<file path="config.mk">
export PLATFORM = sky130hd
export DESIGN_NAME = sha3_round_controller
export DESIGN_NICKNAME = d
export VERILOG_FILES = /design/src/rtl/sha3_pkg.sv /design/src/rtl/sha3_round_counter.sv /design/src/rtl/sha3_round_controller.sv
export SDC_FILE = /design/constraint.sdc
export NUM_CORES = 1
export LEC_CHECK = 0
export CAP_MARGIN = 20
export CORE_MARGIN = 10
export CORE_UTILIZATION = 30
export CTS_CLUSTER_DIAMETER = 200
export CTS_CLUSTER_SIZE = 20
export DETAILED_ROUTE_END_ITERATION = 6
export PLACE_DENSITY = 0.6
export SYNTH_ARGS = -nofsm -noshare
export SYNTH_HDL_FRONTEND = slang
export SYNTH_SLANG_ARGS = --single-unit
</file>
<file path="constraint.sdc">
create_clock -name clk_i -period 2.1 [get_ports clk_i]
set_input_delay 0.42 -clock clk_i [delete_from_list [all_inputs] [get_ports clk_i]]
set_output_delay 0.42 -clock clk_i [all_outputs]
set_load 0.05 [all_outputs]
</file>
<file path="src/rtl/sha3_pkg.sv">
// Shared types and constants for the SHA-3 round controller.
package sha3_pkg;

  localparam int Z_WIDTH        = 64;
  localparam int NUM_ROUNDS_DEF = 24;

  typedef logic [4:0] round_idx_t;

  typedef enum logic [1:0] {
    IDLE    = 2'd0,
    ROUND   = 2'd1,
    SQUEEZE = 2'd2
  } sha3_ctrl_state_e;

  // Legal configuration: the round index fits 5 bits and the unroll factor divides the round count.
  function automatic bit round_cfg_ok(input int num_rounds, input int rounds_per_cycle);
    return (rounds_per_cycle > 0) && (num_rounds <= 32) && (num_rounds >= rounds_per_cycle) &&
           ((num_rounds % rounds_per_cycle) == 0);
  endfunction

endpackage

</file>
<file path="src/rtl/sha3_round_counter.sv">
// Round-index counter: steps by ROUNDS_PER_CYCLE, flags the last step and returns to zero after it.
module sha3_round_counter
  import sha3_pkg::*;
#(
  parameter int NUM_ROUNDS       = NUM_ROUNDS_DEF,
  parameter int ROUNDS_PER_CYCLE = 1
) (
  input  logic       clk_i,
  input  logic       rst_i,
  input  logic       clr_i,
  input  logic       step_i,
  output round_idx_t idx_o,
  output logic       term_o
);

  localparam round_idx_t STEP     = round_idx_t'(ROUNDS_PER_CYCLE);
  localparam round_idx_t LAST_IDX = round_idx_t'(NUM_ROUNDS - ROUNDS_PER_CYCLE);

  round_idx_t idx_d;
  round_idx_t idx_q;

  assign term_o = (idx_q == LAST_IDX);
  assign idx_o  = idx_q;

  always_comb begin
    idx_d = idx_q;
    if (clr_i) begin
      idx_d = 5'd0;
    end else if (step_i) begin
      idx_d = term_o ? 5'd0 : idx_q + STEP;
    end else begin
      idx_d = idx_q;
    end
  end

  always_ff @(posedge clk_i) begin
    if (rst_i) begin
      idx_q <= 5'd0;
    end else begin
      idx_q <= idx_d;
    end
  end

endmodule

</file>
<file path="src/rtl/sha3_round_controller.sv">
// Keccak-f[1600] sequencing FSM: block absorb handshake, round stepping, digest handshake.
// Optional clock-enable input is built when SHA3_ROUND_CE_EN is defined.
module sha3_round_controller
  import sha3_pkg::*;
#(
  parameter int NUM_ROUNDS       = NUM_ROUNDS_DEF,
  parameter int ROUNDS_PER_CYCLE = 1
) (
  input  logic       clk_i,
  input  logic       rst_i,
`ifdef SHA3_ROUND_CE_EN
  input  logic       ce_i,
`endif
  input  logic       block_valid_i,
  input  logic       block_last_i,
  output logic       block_ready_o,
  output logic       absorb_en_o,
  output logic       state_clr_o,
  output logic       round_en_o,
  output round_idx_t round_idx_o,
  output logic       round_last_o,
  output logic       hash_valid_o,
  input  logic       hash_ready_i,
  output logic       busy_o
);

  if (!round_cfg_ok(NUM_ROUNDS, ROUNDS_PER_CYCLE)) begin : g_bad_cfg
    $error("sha3_round_controller: NUM_ROUNDS must be <= 32 and divisible by ROUNDS_PER_CYCLE");
  end

  sha3_ctrl_state_e state_q, state_d;
  logic             last_q, last_d;
  logic             first_q, first_d;
  logic             ce_s;
  logic             handshake_s;
  logic             step_s;
  logic             term_s;
  round_idx_t       idx_s;

`ifdef SHA3_ROUND_CE_EN
  assign ce_s = ce_i;
`else
  assign ce_s = 1'b1;
`endif

  assign handshake_s = !rst_i && ce_s && (state_q == IDLE) && block_valid_i;
  assign step_s      = !rst_i && ce_s && (state_q == ROUND);
  assign round_idx_o = rst_i ? 5'd0 : idx_s;

  sha3_round_counter #(
    .NUM_ROUNDS       (NUM_ROUNDS),
    .ROUNDS_PER_CYCLE (ROUNDS_PER_CYCLE)
  ) u_round_counter (
    .clk_i  (clk_i),
    .rst_i  (rst_i),
    .clr_i  (handshake_s),
    .step_i (step_s),
    .idx_o  (idx_s),
    .term_o (term_s)
  );

  always_ff @(posedge clk_i) begin
    if (rst_i) begin
      state_q <= IDLE;
      last_q  <= 1'b0;
      first_q <= 1'b1;
    end else begin
      state_q <= state_d;
      last_q  <= last_d;
      first_q <= first_d;
    end
  end

  // With the clock enable low every register holds its value.
  always_comb begin
    state_d = state_q;
    last_d  = last_q;
    first_d = first_q;
    if (ce_s) begin
      case (state_q)
        IDLE: begin
          if (block_valid_i) begin
            state_d = ROUND;
            last_d  = block_last_i;
            first_d = 1'b0;
          end else begin
            state_d = IDLE;
          end
        end
        ROUND: begin
          if (term_s) begin
            state_d = last_q ? SQUEEZE : IDLE;
          end else begin
            state_d = ROUND;
          end
        end
        SQUEEZE: begin
          if (hash_ready_i) begin
            state_d = IDLE;
            first_d = 1'b1;
            last_d  = 1'b0;
          end else begin
            state_d = SQUEEZE;
          end
        end
        default: begin
          state_d = IDLE;
        end
      endcase
    end else begin
      state_d = state_q;
    end
  end

  always_comb begin
    block_ready_o = 1'b0;
    absorb_en_o   = 1'b0;
    state_clr_o   = 1'b0;
    round_en_o    = 1'b0;
    round_last_o  = 1'b0;
    hash_valid_o  = 1'b0;
    busy_o        = 1'b0;
    if (rst_i) begin
      busy_o = 1'b0;
    end else begin
      busy_o = (state_q != IDLE);
      if (ce_s) begin
        case (state_q)
          IDLE: begin
            block_ready_o = 1'b1;
            absorb_en_o   = block_valid_i;
            state_clr_o   = block_valid_i && first_q;
          end
          ROUND: begin
            round_en_o   = 1'b1;
            round_last_o = term_s;
          end
          SQUEEZE: begin
            hash_valid_o = 1'b1;
          end
          default: begin
            block_ready_o = 1'b0;
          end
        endcase
      end else begin
        block_ready_o = 1'b0;
      end
    end
  end

endmodule

</file>
**Word level (Yosys, flattened, before mapping)**

Cells that the tools add are included.

- Eq/ne operators: 5
- Reduce and logical (&&, ||, !) cells: 10
- Muxes and demuxes: 26
- $add $sub $neg: 1

Operators with widths:

| operator | number |
|---|---|
| 2-to-1 mux 1 bit | 18 |
| 2-to-1 mux 5 bit | 2 |
| 2-to-1 mux 2 bit | 3 |
| case mux 2 bit (3 select lines) | 1 |
| adder 5 x 1 -> 5 bit, second input constant | 1 |
| equality test 5 bit, second input constant | 1 |
| logical AND 1 bit | 4 |
| != test 2 bit, second input constant | 2 |
| case mux 1 bit (2 select lines) | 2 |
| nonzero test 2 bit | 2 |
| AND reduction 3 bit | 1 |
| equality test 2 x 1 -> 1 bit, second input constant | 1 |
| equality test 2 bit, second input constant | 1 |
| zero test 2 bit | 1 |
| OR reduction 2 bit | 1 |
| zero test 1 bit | 1 |

- Word-level logic and storage cells: 46
- Register bits: 9
- Input bits: 5

**Logic depth before layout (Yosys ltp)**

- Depth after elaboration: 4
- Depth in mapped cells: 5
- Depth with buffers taken out: 4

**Cells and area by module**

Synthesis repeated with hierarchy kept, for this count alone.

- Cells, all modules: 60
- Area, all modules: 541.8 sq um

By module, submodules not included:

| module | seq. area each (sq um) | instances | cells each | area an instance (sq um) |
|---|---|---|---|---|
| sha3_round_controller | 80.1 | 1 | 35 | 305.3 |
| sha3_round_counter | 100.1 | 1 | 25 | 236.5 |

**Worst setup path before layout**

No wires, ideal clock.

- Kind: in2out
- Start: in rst_i
- End: out state_clr_o
- Arrival time: 2.142 ns
- Data required time: 1.680 ns
- Stages on the path: 2
- Setup slack: -0.462 ns
- Cell sequence: nor3_1 > and3_1

- Word-level cells in the longest chain between the ends: 1

RTL lines:

| item | RTL line | text |
|---|---|---|
| from (decl) | sha3_round_controller.sv:10 | `input logic rst_i,` |
| 2-to-1 mux 1 bit | sha3_round_controller.sv:123 | `if (rst_i) begin` |
| to (decl) | sha3_round_controller.sv:18 | `output logic state_clr_o,` |

No other way between the ends.

**Worst setup path after layout**

- Start: in rst_i
- End: out round_last_o

- Word-level cells in the longest chain between the ends: 1

RTL lines:

| item | RTL line | text |
|---|---|---|
| 2-to-1 mux 1 bit | sha3_round_controller.sv:123 |  |
| to (decl) | sha3_round_controller.sv:21 | `output logic round_last_o,` |

No other way between the ends.

==> results.sh <==
export IMPL_antenna_found_initial=0
export IMPL_r2r_start="state_q[0]"
export IMPL_grt_busiest_layer="met2"
export IMPL_tightest_slew_ns=0.351
export IMPL_h_tree_depth=1
export IMPL_holdCritPathClass="reg2reg"
export IMPL_max_slew_margin_pct=76.6
export IMPL_clkTransAtPathRegs_ns=0.05
export IMPL_grt_use_met2_pct=11.8
export IMPL_insertion_delay_ns=0.26
export IMPL_stdcell_area_um2=828
export IMPL_clkSinkCount=9
export IMPL_fin_cells=96
export IMPL_vias=504
export IMPL_crit_fanout=5
export IMPL_cap_violations=0
export IMPL_max_vdd_ir_drop_uv=412
export IMPL_p_leak_nw=0.323
export IMPL_status="completed"
export IMPL_end_kind="output port"
export IMPL_nFillCells=151
export IMPL_dp_hpwl_um=936
export IMPL_synthDistinctLibCells=26
export IMPL_use_met3_pct=3.81
export IMPL_maxSlewViolCount=0
export IMPL_io_pin_count=17
export IMPL_drtIter0Drc=19
export IMPL_multiInputGateArea_um2=280
export IMPL_p_int_mw=0.307
export IMPL_ff_latch_area_um2=180
export IMPL_drive_gt1_share_pct=27.5
export IMPL_syn_inst=58
export IMPL_setup_viol=0
export IMPL_place_gp_congestion=0.745
export IMPL_dr_pass1_iters=4
export IMPL_crit_required_ns=1.68
export IMPL_grtUsageMet1_pct=9.69
export IMPL_cts_tree="yes"
export IMPL_finalWirelength_mm=1.20
export IMPL_avgSynthCellArea_um2=8.24
export IMPL_grt_pass1_wl_mm=2.28
export IMPL_grt_overflow_total=0
export IMPL_startpoint="rst_i"
export IMPL_hold_violations=0
export IMPL_dieHeight_um=59.9
export IMPL_path_class="in2out"
export IMPL_min_delay_start="last_q"
export IMPL_cts_root_buffer="clkbuf_4"
export IMPL_wl_per_cell_um=12.5
export IMPL_fp_dieW_um=59.9
export IMPL_placedCellCount=92
export IMPL_ys_warn_count=0
export IMPL_rows=14
export IMPL_antenna_left=0
export IMPL_die_area_um2=3590
export IMPL_fmax_mhz=489
export IMPL_switching_share_pct=28.4
export IMPL_core_area_um2=1510
export IMPL_grt_max_degree=12
export IMPL_min_period_over_period_pct=97.3
export IMPL_p_seq_share_pct=43.2
export IMPL_numCtsBuffers=3
export IMPL_switchingPower_mw=0.122
export IMPL_area_growth_pct=73.3
export IMPL_clockBufferDepth=2
export IMPL_port_buffers=16
export IMPL_pwr_share_comb_pct=26.5
export IMPL_syn_nets=64
export IMPL_track_usage_pct=8.21
export IMPL_vias_per_cell=5.25
export IMPL_start_util_pct=31.7
export IMPL_antenna_cells=0
export IMPL_synth_cell_area_um2=478
export IMPL_post_route_min_period_ns=2.04
export IMPL_nets=87
export IMPL_placedInstanceArea_um2=800
export IMPL_fin_skew_ns=0.00625
export IMPL_powerDensity_nw_per_um2=518
export IMPL_drc=0
export IMPL_power_share_clock_pct=30.3
export IMPL_ys_ff_latch=9
export IMPL_cts_setup_buffers=0
export IMPL_grt_pass1_vias=510
export IMPL_yosysSeqAreaShare_pct=37.7
export IMPL_startpoint_type="primary input"
export IMPL_rsz0062_at_grt="no"
export IMPL_cp_arrival_ns=1.62
==> power groups by stage <==
stage / combinational, mW / sequential [mW] / clock [mW]
after floorplan: 0.0581 / 0.187 / 0
after global placement: 0.112 / 0.189 / 0
after detailed placement: 0.113 / 0.189 / 0
after CTS: 0.113 / 0.185 / 0.136
after global routing: 0.122 / 0.187 / 0.147
final: 0.114 / 0.185 / 0.130
==> cells in the mapped netlist <==
| library cell | n | area share [%] |
|---|---|---|
| or3b_1 | 1 | 1.8 |
| buf_6 | 1 | 2.4 |
| clkbuf_1 | 1 | 0.78 |
| nand2_1 | 5 | 3.9 |
| nor2_1 | 2 | 1.6 |
| or3_1 | 2 | 2.6 |
| and2_1 | 2 | 2.6 |
| dfxtp_1 | 9 | 38 |
| or4_1 | 1 | 1.6 |
| and4b_1 | 1 | 2.1 |
| nand3_1 | 1 | 1.0 |
| o2bb2ai_1 | 1 | 1.8 |
| nor3b_1 | 1 | 1.6 |
| inv_1 | 3 | 2.4 |
| a21o_1 | 1 | 1.6 |
| a21oi_1 | 8 | 8.4 |
| nor2b_1 | 5 | 6.5 |
| ha_1 | 1 | 2.6 |
| and3_1 | 1 | 1.3 |
| nand3b_1 | 2 | 3.1 |
| or4b_1 | 1 | 2.1 |
| nor3_1 | 1 | 1.0 |
| o21bai_1 | 2 | 3.1 |
| nand2b_1 | 1 | 1.3 |
| nand4b_1 | 1 | 1.8 |
| o21ai_0 | 3 | 3.1 |
==> critical path: stages <==
cell and delay [ns]:
clkdlybuf4s50_1 0.42, or3b_4 0.40, inv_1 0.08, and2_2 0.16, buf_12 0.13
==> per-stage QoR <==
| step | setup WS (ns) | power (mW) | util, % | setup TNS [ns] | hold slack [ns] |
|---|---|---|---|---|---|
| floorplan | -0.0916 | 0.245 | - | -0.0916 | 0.429 |
| global placement | 0.0123 | 0.301 | 53.1 | 0 | 0.446 |
| detailed placement | 0.0230 | 0.302 | 53.1 | 0 | 0.456 |
| CTS | 0.00918 | 0.434 | 54.8 | 0 | 0.465 |
| global route | 0.00708 | 0.456 | 55.0 | 0 | 0.489 |
| finish | 0.0568 | 0.429 | 55.0 | 0 | 0.462 |
==> flip-flops by register name, summed over array words and instances (netlist names) <==
register,count
u_round_counter.idx_o,5
state_q,2
first_q,1
last_q,1
==> per-layer routing <==
metal / vias up / share of wire [%]
met1: 239 / 43
li1: 251 / -
met5: - / 0
met2: 12 / 47
met3: 2 / 7.3
met4: 0 / 2.3
==> cell type report <==
class | instances | share of cell area, %
sequential | 9 | 21.8
multi-input combinational | 44 | 33.8
clock buffer | 4 | 3.17
timing repair buffer | 20 | 37.5
tap | 16 | 2.42
inverter | 3 | 1.36
==> cells by family (layout without fill, tap and decap cells) <==
group | after synthesis | in the layout | share of synthesized area [%]
AOI/OAI and AO/OA | 15 | 15 | 18.1
adders and majority gates | 1 | 1 | 2.62
buffers and inverters | 5 | 27 | 5.50
DFF | 9 | 9 | 37.7
and+or+nand+nor | 28 | 28 | 36.1
==> what timing repair did <==
item                                    4_1_cts  5_1_grt
hold buffers                                  0        0
resized for setup                             0        1
endpoints found under the setup margin        0        2
==> cell usage in the layout (no fill, tap or decap), types with 2 or more instances in the layout <==
cell type / count
buf_12: 12
dfxtp_1: 9
a21oi_1: 8
nor2b_1: 5
nand2_1: 5
clkdlybuf4s50_1: 4
buf_4: 4
inv_1: 3
o21ai_0: 3
clkbuf_4: 3
nor2_1: 2
o21bai_1: 2
nand3b_1: 2
or3_1: 2
==> path summary, 6_finish.rpt <==
check	endpoint	slack, ns	cells past startpoint
max	round_last_o	0.06	5
min	last_q	0.46	2
max reg2reg	u_round_counter.idx_o[3]	0.47	3
min reg2reg	last_q	0.46	2
(Power assumes the default switching activity.)
